[config.mk]
export PLATFORM = sky130hd
export DESIGN_NAME = fir_mac
export DESIGN_NICKNAME = d
export VERILOG_FILES = /design/src/rtl/fir_mac.sv
export SDC_FILE = /design/constraint.sdc
export NUM_CORES = 1
export LEC_CHECK = 0
export BUFFER_PORTS_ARGS = -buffer_cell sky130_fd_sc_hd__buf_2
export CORE_UTILIZATION = 60
export CTS_BUF_LIST = sky130_fd_sc_hd__clkbuf_4 sky130_fd_sc_hd__clkbuf_8 sky130_fd_sc_hd__clkbuf_16
export DETAILED_ROUTE_END_ITERATION = 12
export HOLD_SLACK_MARGIN = 0.06
export PLACE_DENSITY = 0.79
export SLEW_MARGIN = 5
export SYNTH_ARGS = -nofsm -noshare
export SYNTH_HDL_FRONTEND = slang
export SYNTH_SLANG_ARGS = --single-unit
[constraint.sdc]
create_clock -name clk -period 10.8 [get_ports clk]
set_input_delay 1.62 -clock clk [delete_from_list [all_inputs] [get_ports clk]]
set_output_delay 1.62 -clock clk [all_outputs]
set_load 0.01 [all_outputs]
[src/rtl/fir_mac.sv]
// Time-multiplexed FIR MAC: snapshots L taps on a strobe, convolves them with
// L programmable Q1.15 coefficients through one multiplier, rounds and saturates.
module fir_mac #(
  parameter int L     = 5,
  parameter int FRAC  = 15,
  parameter int ACC_W = 40
) (
  input  logic                   clk,
  input  logic                   reset,
  input  logic [16*L-1:0]        tap_data,
  input  logic                   sample_valid,
  input  logic                   coef_we,
  input  logic [$clog2(L)-1:0]   coef_addr,
  input  logic [15:0]            coef_wdata,
  output logic [15:0]            filt_out,
  output logic                   out_valid,
  output logic                   busy,
  output logic                   overrun,
  input  logic                   overrun_clr
);
  localparam int KW = $clog2(L);
  localparam logic signed [ACC_W-1:0] MAXV = ACC_W'(32767);
  localparam logic signed [ACC_W-1:0] MINV = -ACC_W'(32768);
  localparam logic signed [ACC_W-1:0] HALF = ACC_W'(1) << (FRAC - 1);

  typedef enum logic [1:0] {IDLE, MAC, OUT} state_t;

  state_t                   state_q, state_d;
  logic [KW-1:0]            k_q, k_d;
  logic signed [ACC_W-1:0]  acc_q, acc_d;
  logic [L-1:0][15:0]       snap_q, snap_d;
  logic [L-1:0][15:0]       coef_q, coef_d;
  logic [15:0]              filt_q, filt_d;
  logic                     out_valid_q, out_valid_d;
  logic                     overrun_q, overrun_d;

  logic signed [31:0]       prod;
  logic signed [ACC_W-1:0]  rnd, shr;
  logic [15:0]              sat;

  assign busy      = (state_q != IDLE);
  assign filt_out  = filt_q;
  assign out_valid = out_valid_q;
  assign overrun   = overrun_q;

  assign prod = $signed(snap_q[k_q]) * $signed(coef_q[k_q]);

  // Round half toward +inf, then arithmetic shift and clamp to 16 bits.
  always_comb begin
    rnd = acc_q + HALF;
    shr = rnd >>> FRAC;
    if (shr > MAXV)      sat = 16'h7FFF;
    else if (shr < MINV) sat = 16'h8000;
    else                 sat = shr[15:0];
  end

  always_comb begin
    state_d     = state_q;
    k_d         = k_q;
    acc_d       = acc_q;
    snap_d      = snap_q;
    coef_d      = coef_q;
    filt_d      = filt_q;
    out_valid_d = 1'b0;
    overrun_d   = overrun_q;

    if (overrun_clr) overrun_d = 1'b0;
    if (sample_valid && busy) overrun_d = 1'b1;

    if (coef_we && !busy && (int'(coef_addr) < L)) coef_d[coef_addr] = coef_wdata;

    case (state_q)
      IDLE: if (sample_valid) begin
        snap_d  = tap_data;
        acc_d   = '0;
        k_d     = '0;
        state_d = MAC;
      end
      MAC: begin
        acc_d = acc_q + {{(ACC_W-32){prod[31]}}, prod};
        k_d   = k_q + 1'b1;
        if (k_q == KW'(L - 1)) state_d = OUT;
      end
      OUT: begin
        filt_d      = sat;
        out_valid_d = 1'b1;
        state_d     = IDLE;
      end
      default: state_d = IDLE;
    endcase
  end

  always_ff @(posedge clk) begin
    if (reset) begin
      state_q     <= IDLE;
      k_q         <= '0;
      acc_q       <= '0;
      snap_q      <= '0;
      coef_q      <= '0;
      filt_q      <= '0;
      out_valid_q <= 1'b0;
      overrun_q   <= 1'b0;
    end else begin
      state_q     <= state_d;
      k_q         <= k_d;
      acc_q       <= acc_d;
      snap_q      <= snap_d;
      coef_q      <= coef_d;
      filt_q      <= filt_d;
      out_valid_q <= out_valid_d;
      overrun_q   <= overrun_d;
    end
  end
endmodule

==> metrics.md <==
| Metric | Value |
|---|---|
| Status | finished, final reports clean |
| Longest Clk Path Bufs | 3 |
| Synth warn | 0 |
| Prevailing post-synth register cell | dfxtp_1 |
| First-pass GRT wire length | 95,250 µm |
| Min Hold Slack | 0.4516 ns |
| Worst EP required | 11.27 ns |
| Initial antenna violation count | 0 |
| Vias/cell | 5.757 |
| NumNets Final | 3,172 |
| Worst-Skew Late Latency | 0.58 ns |
| Tmin final | 10.34 ns |
| Crit path kind | reg2reg |
| VDD IR max | 0.1432 mV |
| Clk slew on worst S/H paths | 0.06 ns |
| Die X | 190.9 µm |
| Synthesized area | 21,400 µm² |
| Count leader, synth | nand2_1 |
| Critical Path Slowest Stage Cell | o21ai_1 |
| Routed len/inst | 19.05 µm |
| Clk sinks | 223 |
| Worst-Margin Slew | 1.149 ns |
| Area of the multi-input gates | 15,240 µm² |
| H-tree Lvls | 1 |
| Worst setup EP type | register |
| DRT Pass-1 Iters | 5 |
| DR vias | 18,140 |
| Post-route DRC violation count | 0 |
| Share of cells above drive strength 1 | 0.1124 |
| Dpl hpwl | 46,530 µm |
| Crit path largest cell delay | 0.77 ns |
| Hold Fails Final Rpt | 0 |
| Final worst slack | 0.4599 ns |
| Clock Tree Root | clkbuf_16 |
| Post-Place Worst Slack | 0.4336 ns |
| PD cells | 90.37 nW/µm² |
| Nature of the critical path startpoint | register |
| Chip height | 190.9 µm |
| Synth top cells by count | 463 x nand2_1, 345 x inv_1, 263 x fa_1, 263 x nor2_1, 224 x a21oi_1 |
| Vias in the first global route | 18,150 |
| Num CTS Buffers | 26 |
| Worst Path Arrival | 10.81 ns |
| Yosys cell types | 75 |
| Area Growth Syn to Fin | 9.604% |
| Synth top area share | 0.2460 |
| Final Wtd Congestion | 0.9829 |
| Post-synth EDFFs | 0 |
| Post CTS Setup Buffer Count | 0 |
| Final setup viols | 0 |
| Hold WC Path Type | reg2reg |
| Post-route clock period utilization | 0.9574 |
| TritonCTS clock tree | built |
| Slew Limit Fails | 0 |
| Net Count, Synth | 3,080 |
| Grt ovf | 0 |
| Largest net degree at the start of global routing | 114 |
| Leakage power | 11.02 nW |
| I/O pin count | 123 |
| Most used cell, CP | fa_1 |
| Setup TNS | 0 ns |
| Rows | 68 |
| Die area | 36,430 µm² |
| Crit path max fanout | 28 |
| Slew headroom | 0.2341 |
| Maximum capacitance violations | 0 |
| Post-Route WL | 60,020 µm |
| Reg area | 4469 µm² |
| I/O Buffers | 122 |
| Sequential fraction of the synthesis area | 0.2086 |
| RSZ-0062 raised after global routing | false |
| CP top delay family | adder cells |
| Final setup skew | 0.01721 ns |
| Diode count | 0 |
| Synth top area cells | fa_1 25%, dfxtp_1 21%, nand2_1 8.1% |
| Mapped Cells | 2,587 |
| Asr flop ratio synth | 0 |
| Filler cells | 2,880 |
| Detailed Route Iter0 Violations | 1,131 |
| Worst path buffer plus inverter count | 5 |
| Syn avg cell area | 8.274 µm² |
| Synth area leader | fa_1 |
| Effective utilization at floorplan | 0.6151 |
| Seq cells post-synth | 223 |
| FMAX | 96.71 MHz |
| Core area | 34,800 µm² |
| Final ANT Viol Nets | 0 |
| Global-route usage over all layers | 0.3354 |
[final cells by class]
class | instances | share of cell area
Tap cell | 455 | 0.02427
Clock buffer | 39 | 0.03323
Clock inverter | 6 | 0.003893
Timing Repair Buffer | 173 | 0.04315
Inverter | 345 | 0.05520
Multi-Input combinational cell | 1910 | 0.6498
Sequential cell | 223 | 0.1905
[report_power, final]
part           leakage [nW]  switching [W]  internal (W)
clock network         0.429       0.000363      0.000524
logic                  8.78       0.000232      0.000123
registers              1.81      0.0000253      0.000852
[logic make-up after synthesis]
kind of cell	share of synthesized area
buffers and inverters	0.08090
XOR/XNOR	0.03396
flip-flops	0.2086
AO/OA/AOI/OAI	0.1281
AND/OR/NAND/NOR	0.1799
adder cells (fa/ha/maj)	0.3196
multiplexers	0.04893
[worst min-delay path, cell delays in order (launching register included)]
cell     delay, ns
dfxtp_1       0.30
nand2_1       0.05
a21oi_1       0.05
[final timing paths]
check,end,from,slack (ns),cells after the start
hold / removal,coef_q[56],coef_q[56],0.45,2
hold reg to reg,coef_q[56],coef_q[56],0.45,2
setup / recovery,acc_q[38],k_q[0],0.46,34
setup reg to reg,acc_q[38],k_q[0],0.46,34
[through the flow]
stage | power [W] | utilization | cell area, µm² | instances
finish | 0.002120 | 0.6742 | 23460 | 3151
global route | 0.002195 | 0.6742 | 23460 | 3151
CTS | 0.002128 | 0.6740 | 23450 | 3151
detailed placement | 0.001244 | 0.6490 | 22580 | 3106
global placement | 0.001235 | 0.6490 | 22580 | 3106
floorplan | 0.001116 | - | 21400 | 2587
[registers in the layout (all words and copies together) (netlist names)]
signal     cells
acc_q         40
coef_q        80
filt_out      16
k_q            3
out_valid      1
overrun        1
snap_q        80
state_q        2
[layer usage]
layer,part of all wire,vias up,track usage
met5,0,-,0
met4,0.038,0,0.1188
met3,0.071,141,0.05999
met2,0.48,663,0.5644
met1,0.41,8835,0.4313
li1,-,8500,-
[cell usage in the layout (no fill, tap or decap), types with 5 or more instances in the layout]
| cell | netlist | final |
|---|---|---|
| mux2i_1 | 54 | 54 |
| a22o_1 | 11 | 11 |
| a21o_1 | 31 | 31 |
| nand4_1 | 14 | 14 |
| nand2_1 | 463 | 462 |
| nand2b_1 | 25 | 25 |
| nor2b_1 | 18 | 17 |
| nor3_1 | 21 | 20 |
| or2_2 | 14 | 14 |
| and2_1 | 7 | 6 |
| o21ai_1 | 14 | 13 |
| and3_1 | 10 | 10 |
| mux4_2 | 12 | 12 |
| ha_1 | 126 | 126 |
| buf_2 | 4 | 121 |
| xor2_1 | 26 | 26 |
| inv_1 | 345 | 345 |
| xnor2_1 | 57 | 57 |
| or3_1 | 8 | 8 |
| fa_1 | 263 | 263 |
| clkbuf_16 | 0 | 26 |
| buf_4 | 1 | 50 |
| o21bai_1 | 7 | 7 |
| a22oi_1 | 9 | 9 |
| nor2_1 | 263 | 263 |
| nand3_1 | 46 | 46 |
| clkbuf_4 | 0 | 8 |
| a21oi_1 | 224 | 224 |
| o21ai_0 | 39 | 39 |
| a211oi_1 | 15 | 15 |
| o21a_1 | 25 | 25 |
| dfxtp_1 | 223 | 221 |
| a31oi_1 | 11 | 11 |
| clkbuf_8 | 0 | 5 |
| mux2_2 | 21 | 21 |
| a211oi_2 | 10 | 10 |
[what timing repair did]
item / 4_1_cts / 5_1_grt
resized for setup: 0 / 2
hold endpoints to repair: 0 / 0
hold buffers: 0 / 0
endpoints found under the setup margin: 0 / 2
Note: power is estimated with default switching activity, not from simulation.
